File: src/rtl/addend_collector_pkg.sv
// addend_collector_pkg
//   Shared definitions for the adder_tree addend collector: collector state
//   encoding and the lane-slice helper that the adder_tree also uses to
//   locate lane i inside the flat addends vector.
package addend_collector_pkg;

    typedef enum logic {
        COLLECTOR_FILL = 1'b0,
        COLLECTOR_HOLD = 1'b1
    } collector_state_e;

    // LSB position of lane `lane` in a flat vector of `width`-bit lanes.
    function automatic int unsigned lane_lsb(input int unsigned lane,
                                             input int unsigned width);
        return lane * width;
    endfunction

endpackage

File: src/rtl/addend_collector.sv
// addend_collector
//   Producer side of the adder_tree addends interface. Values arrive one per
//   cycle over a valid/ready stream and are packed into lanes 0..NUM_NODES-1.
//   A vector closes when the last lane is written or in_last is seen; unused
//   lanes stay zero so the tree sum is unaffected. The finished vector is
//   held with out_valid until the consumer takes it with out_ready.
//
//   Optional feature: define ADDEND_COLLECTOR_SUM_EN to add the partial_sum
//   output, a running modulo-2^PRECISION_BITS sum of the accepted values.
//
// Ports
//   clk         rising-edge clock
//   rst_n       asynchronous active-low reset
//   in_valid    in_data valid this cycle
//   in_ready    collector accepts a value this cycle (registered, FILL)
//   in_data     value for the next free lane
//   in_last     closes the current vector (qualified by in_valid)
//   out_valid   addends holds a complete vector (registered, HOLD)
//   out_ready   consumer takes the vector this cycle
//   addends     packed vector, lane i at [i*PRECISION_BITS +: PRECISION_BITS]
//   partial_sum running sum of accepted values (ADDEND_COLLECTOR_SUM_EN only)
//   out_count   number of lanes written in the held vector (0 while filling)
module addend_collector
    import addend_collector_pkg::*;
#(
    parameter int unsigned PRECISION_BITS = 8,
    parameter int unsigned NUM_NODES      = 4
) (
    input  logic                                clk,
    input  logic                                rst_n,
    input  logic                                in_valid,
    output logic                                in_ready,
    input  logic [PRECISION_BITS-1:0]           in_data,
    input  logic                                in_last,
    output logic                                out_valid,
    input  logic                                out_ready,
    output logic [PRECISION_BITS*NUM_NODES-1:0] addends,
`ifdef ADDEND_COLLECTOR_SUM_EN
    output logic [PRECISION_BITS-1:0]           partial_sum,
`endif
    output logic [$clog2(NUM_NODES+1)-1:0]      out_count
);

    localparam int unsigned IDX_W = $clog2(NUM_NODES);
    localparam int unsigned CNT_W = $clog2(NUM_NODES+1);
    localparam logic [IDX_W-1:0] LAST_IDX = IDX_W'(NUM_NODES - 1);

    collector_state_e          r_state;
    logic [IDX_W-1:0]          r_idx;
    logic                      r_in_ready;
    logic                      r_out_valid;
    logic [CNT_W-1:0]          r_out_count;
    logic [PRECISION_BITS-1:0] r_lane [NUM_NODES];

    logic w_accept;
    logic w_release;
    logic w_close;

    assign w_accept  = in_valid & r_in_ready;
    assign w_release = r_out_valid & out_ready;
    assign w_close   = (r_idx == LAST_IDX) | in_last;

    assign in_ready  = r_in_ready;
    assign out_valid = r_out_valid;
    assign out_count = r_out_count;

    // Control FSM; in_ready/out_valid are registered alongside the state so
    // neither output depends combinationally on any input.
    always_ff @(posedge clk or negedge rst_n) begin
        if (!rst_n) begin
            r_state     <= COLLECTOR_FILL;
            r_idx       <= '0;
            r_in_ready  <= 1'b1;
            r_out_valid <= 1'b0;
            r_out_count <= '0;
        end else begin
            case (r_state)
                COLLECTOR_FILL: begin
                    if (in_valid) begin
                        r_idx <= r_idx + IDX_W'(1);
                        if (w_close) begin
                            r_state     <= COLLECTOR_HOLD;
                            r_in_ready  <= 1'b0;
                            r_out_valid <= 1'b1;
                            r_out_count <= CNT_W'(r_idx) + CNT_W'(1);
                        end
                    end
                end
                COLLECTOR_HOLD: begin
                    if (out_ready) begin
                        r_state     <= COLLECTOR_FILL;
                        r_idx       <= '0;
                        r_in_ready  <= 1'b1;
                        r_out_valid <= 1'b0;
                        r_out_count <= '0;
                    end
                end
                default: begin
                    r_state     <= COLLECTOR_FILL;
                    r_idx       <= '0;
                    r_in_ready  <= 1'b1;
                    r_out_valid <= 1'b0;
                    r_out_count <= '0;
                end
            endcase
        end
    end

    // Lane registers: per-lane write enable on the current index, common
    // clear on the output handshake so a short vector never sees stale lanes.
    for (genvar i = 0; i < NUM_NODES; i++) begin : g_lane
        always_ff @(posedge clk or negedge rst_n) begin
            if (!rst_n) begin
                r_lane[i] <= '0;
            end else if (w_release) begin
                r_lane[i] <= '0;
            end else if (w_accept && (r_idx == IDX_W'(i))) begin
                r_lane[i] <= in_data;
            end
        end
        assign addends[lane_lsb(i, PRECISION_BITS) +: PRECISION_BITS] = r_lane[i];
    end

`ifdef ADDEND_COLLECTOR_SUM_EN
    logic [PRECISION_BITS-1:0] r_partial_sum;

    // Wraps modulo 2^PRECISION_BITS, matching adder_tree truncation.
    always_ff @(posedge clk or negedge rst_n) begin
        if (!rst_n) begin
            r_partial_sum <= '0;
        end else if (w_release) begin
            r_partial_sum <= '0;
        end else if (w_accept) begin
            r_partial_sum <= r_partial_sum + in_data;
        end
    end

    assign partial_sum = r_partial_sum;
`endif

endmodule

File: config.mk
export PLATFORM = sky130hd
export DESIGN_NAME = addend_collector
export DESIGN_NICKNAME = d
export VERILOG_FILES = /design/src/rtl/addend_collector_pkg.sv /design/src/rtl/addend_collector.sv
export SDC_FILE = /design/constraint.sdc
export NUM_CORES = 1
export LEC_CHECK = 0
export CORE_ASPECT_RATIO = 1.25
export CORE_UTILIZATION = 58
export CTS_BUF_LIST = sky130_fd_sc_hd__clkbuf_4 sky130_fd_sc_hd__clkbuf_8
export DETAILED_ROUTE_END_ITERATION = 8
export DONT_BUFFER_PORTS = 1
export GPL_ROUTABILITY_DRIVEN = 1
export PLACE_DENSITY = 0.76
export SYNTH_ARGS = -nofsm -noshare
export SYNTH_HDL_FRONTEND = slang
export SYNTH_SLANG_ARGS = --single-unit
File: constraint.sdc
create_clock -name clk -period 1.3 [get_ports clk]
set_input_delay 0.26 -clock clk [delete_from_list [all_inputs] [get_ports clk]]
set_output_delay 0.26 -clock clk [all_outputs]
set_load 0.02 [all_outputs]
==> reports/qor.txt <==
Final Hold Violating Endpoints = 0
worst ir drop on vdd = 0.001188 V
proportion of layout cells with a drive suffix above 1 = 16.27%
most frequent cells after synthesis = 39 x sky130_fd_sc_hd__dfrtp_1, 36 x sky130_fd_sc_hd__nand3_1, 35 x sky130_fd_sc_hd__o21ai_0, 18 x sky130_fd_sc_hd__nand2_1, 5 x sky130_fd_sc_hd__buf_2
Layout area overhead = 15.68%
Critical-path top delay cell = sky130_fd_sc_hd__dfrtp_2
Max transition margin = 82.84%
clock root buffer master = sky130_fd_sc_hd__clkbuf_4
Via density = 5.935
overall fraction of global-route tracks in use = 23.64%
critical-path cell list = ha_2 -> o211ai_1 -> buf_4 -> mux2i_1
Final Total Pwr = 0.003817 W
last weighted congestion value of the routability-driven placer = 0.7338
Post-synth top flop = sky130_fd_sc_hd__dfrtp_1
total routed wirelength = 3.339 mm
number of enable-type register cells in the synthesized netlist = 0
max-slew violation total from the final report = 0
number of H-tree levels = 2
clock insertion delay at the later pin of the skew report = 0.34 ns
static leakage = 0.8704 nW
post-detail-place hpwl = 2.269 mm
global routing usage on met2 = 40.51%
launch point of the worst path = r_idx[1]
classification of the worst setup path = flop to flop
DR pass1 iterations = 4
NumNets Final = 183
path category of the worst min-delay check = input port to flop
global-route wire length before repair = 5.119 mm
setup repair after global routing missed its margin = yes
Remaining Overflow, GRT = 0
worst endpoint data arrival time = 1.51 ns
global routing usage on met3 = 7.018%
global-route track usage on met1 = 27.51%
Distinct cells, synth = 17
die extent in y = 60.94 µm
vias = 1,187
Final Cycle Share = 97.04%
result of the run = completed
cells after synthesis = 155
Rows = 21
number of sinks on the clock net = 40
Synth Area per Inst = 10.40 µm²
number of global-route vias before repair = 1,068
total standard cell area after synthesis = 1612 µm²
number of warnings printed during yosys synthesis = 0
kind of cell with the highest combined delay on the critical path = flip-flops
number of buffers created by CTS = 5
portion of synthesized cell area occupied by the leading cell type = 60.56%
mean routed wirelength per cell = 16.70 µm
ys async rst share = 100.0%
TritonCTS clock tree = yes
GRT busiest layer = met2
post-layout min period = 1.261 ns
FF-to-FF setup slack = 0.04 ns
pin count of the biggest net entering global routing = 41
largest driver fanout on the critical path = 5
number of failing setup endpoints in the final timing report = 0
synthesized net count = 172
top-level port count = 50
critical path capture point type = flop
count leader, synth = sky130_fd_sc_hd__dfrtp_1
worst clock skew = 0.01085 ns
pin slew with the least headroom to its limit = 0.2575 ns
die area = 2995 µm²
DRC Markers = 0
die extent in x = 49.15 µm
# placed instances = 189
maximum buffer depth of the clock tree = 2
data required time of the critical path = 1.55 ns
DRT iter0 DRCs = 29
post-route non-filler standard cell count = 200
launch point of the worst hold path = out_ready
FF-to-FF Start = r_idx[1]
area leader, netlist = sky130_fd_sc_hd__dfrtp_1
startpoint kind of the worst setup timing path = flop
Core ar. = 2654 µm²
number of antenna violations at the first check in global routing = 0
count of buffers from port buffering = 0
clock-pin slew on the worst setup and hold paths = 0.10 ns
Synth Register Bits = 40
CP Buf/Inv Count = 1
maximum clock frequency = 792.7 MHz
starting density of the core = 60.73%
total of max-cap violations = 0
power density cells = 2047 nW/µm²
number of antenna-violating nets in the routed design = 0
post-synthesis sequential area ratio = 62.19%
diode count = 0
highest cell delay on the worst timing path = 0.45 ns
ranking of synthesized cells by area = sky130_fd_sc_hd__dfrtp_1 61%, sky130_fd_sc_hd__nand3_1 11%, sky130_fd_sc_hd__o21ai_0 11%
[final timing paths]
kind,end,depth (start not counted)
max,out_count[0],4
max in group asynchronous,in_ready,2
min in group asynchronous,addends[27],2
max reg2reg,out_count[0],4
min reg2reg,r_idx[1],2
min,r_state,1
[per-stage QoR]
stage	hold WS (ns)	instance area [µm²]	util (%)	worst slack [ns]	setup TNS [ns]
global route	0.03619	1864	70.25	-0.02350	-0.1389
global placement	-0.03496	1724	64.97	0.09676	0
detailed placement	-0.03489	1724	64.97	0.01832	0
floorplan	-0.03559	1612	-	0.007915	0
finish	0.02823	1864	70.25	0.03850	0
CTS	0.01644	1812	68.27	0.005895	0
[registers in the layout, indices dropped and copies added, names as in the netlist]
register,count
out_valid,1
r_idx,2
in_ready,1
out_count,3
r_state,1
addends,32
[placed cells by master, fill, tap and decap left out, types with 2 or more instances in the layout]
| cell type | synthesis | layout |
|---|---|---|
| sky130_fd_sc_hd__dfrtp_1 | 39 | 38 |
| sky130_fd_sc_hd__o21ai_0 | 35 | 35 |
| sky130_fd_sc_hd__nand3_1 | 36 | 34 |
| sky130_fd_sc_hd__nand2_1 | 18 | 18 |
| sky130_fd_sc_hd__clkbuf_4 | 0 | 6 |
| sky130_fd_sc_hd__buf_12 | 0 | 5 |
| sky130_fd_sc_hd__buf_4 | 0 | 5 |
| sky130_fd_sc_hd__mux2i_1 | 3 | 3 |
| sky130_fd_sc_hd__inv_2 | 0 | 2 |
| sky130_fd_sc_hd__inv_1 | 4 | 2 |
| sky130_fd_sc_hd__ha_2 | 0 | 2 |
| sky130_fd_sc_hd__ha_1 | 4 | 2 |
[cell families (layout without fill, tap and decap cells)]
| logic type | count (synthesis) | after routing | share of synthesized area [%] |
|---|---|---|---|
| AND/OR/NAND/NOR | 55 | 55 | 15.76 |
| XOR/XNOR | 1 | 1 | 0.5436 |
| AO/OA/AOI/OAI | 39 | 39 | 12.66 |
| multiplexers | 3 | 3 | 1.863 |
| flip-flops | 40 | 40 | 62.19 |
| adder cells (fa/ha/maj) | 4 | 4 | 3.106 |
| buffers and inverters | 13 | 24 | 3.881 |
[final cells by class]
class | count | area (µm²)
clock buffer | 6 | 45.04
multi-input combinational | 102 | 569.3
sequential | 40 | 1003
timing repair buffer | 13 | 183.9
clock inverter | 1 | 5.005
inverter | 4 | 15.01
fill | 198 | 789.5
tap | 34 | 42.54
[layer usage]
layer / wire, µm / up-vias
met3: 232 / 8
li1: - / 558
met2: 1771 / 51
met5: 0 / -
met1: 1267 / 570
met4: 66 / 0
[report_power, final]
part	total [W]	internal [W]	switching, W
Combinational	0.00105	0.000459	0.000591
Sequential	0.00219	0.00159	0.000606
Clock	0.000575	0.000220	0.000355
[what timing repair did]
action,4_1_cts,5_1_grt
pin swaps,0,2
buffers inserted,1,0
hold buffers,2,0
endpoints found under the hold margin,40,0
gates cloned,0,1
endpoints found under the setup margin,1,24
gates resized for setup,0,9
Note: power is estimated with default switching activity, not from simulation.
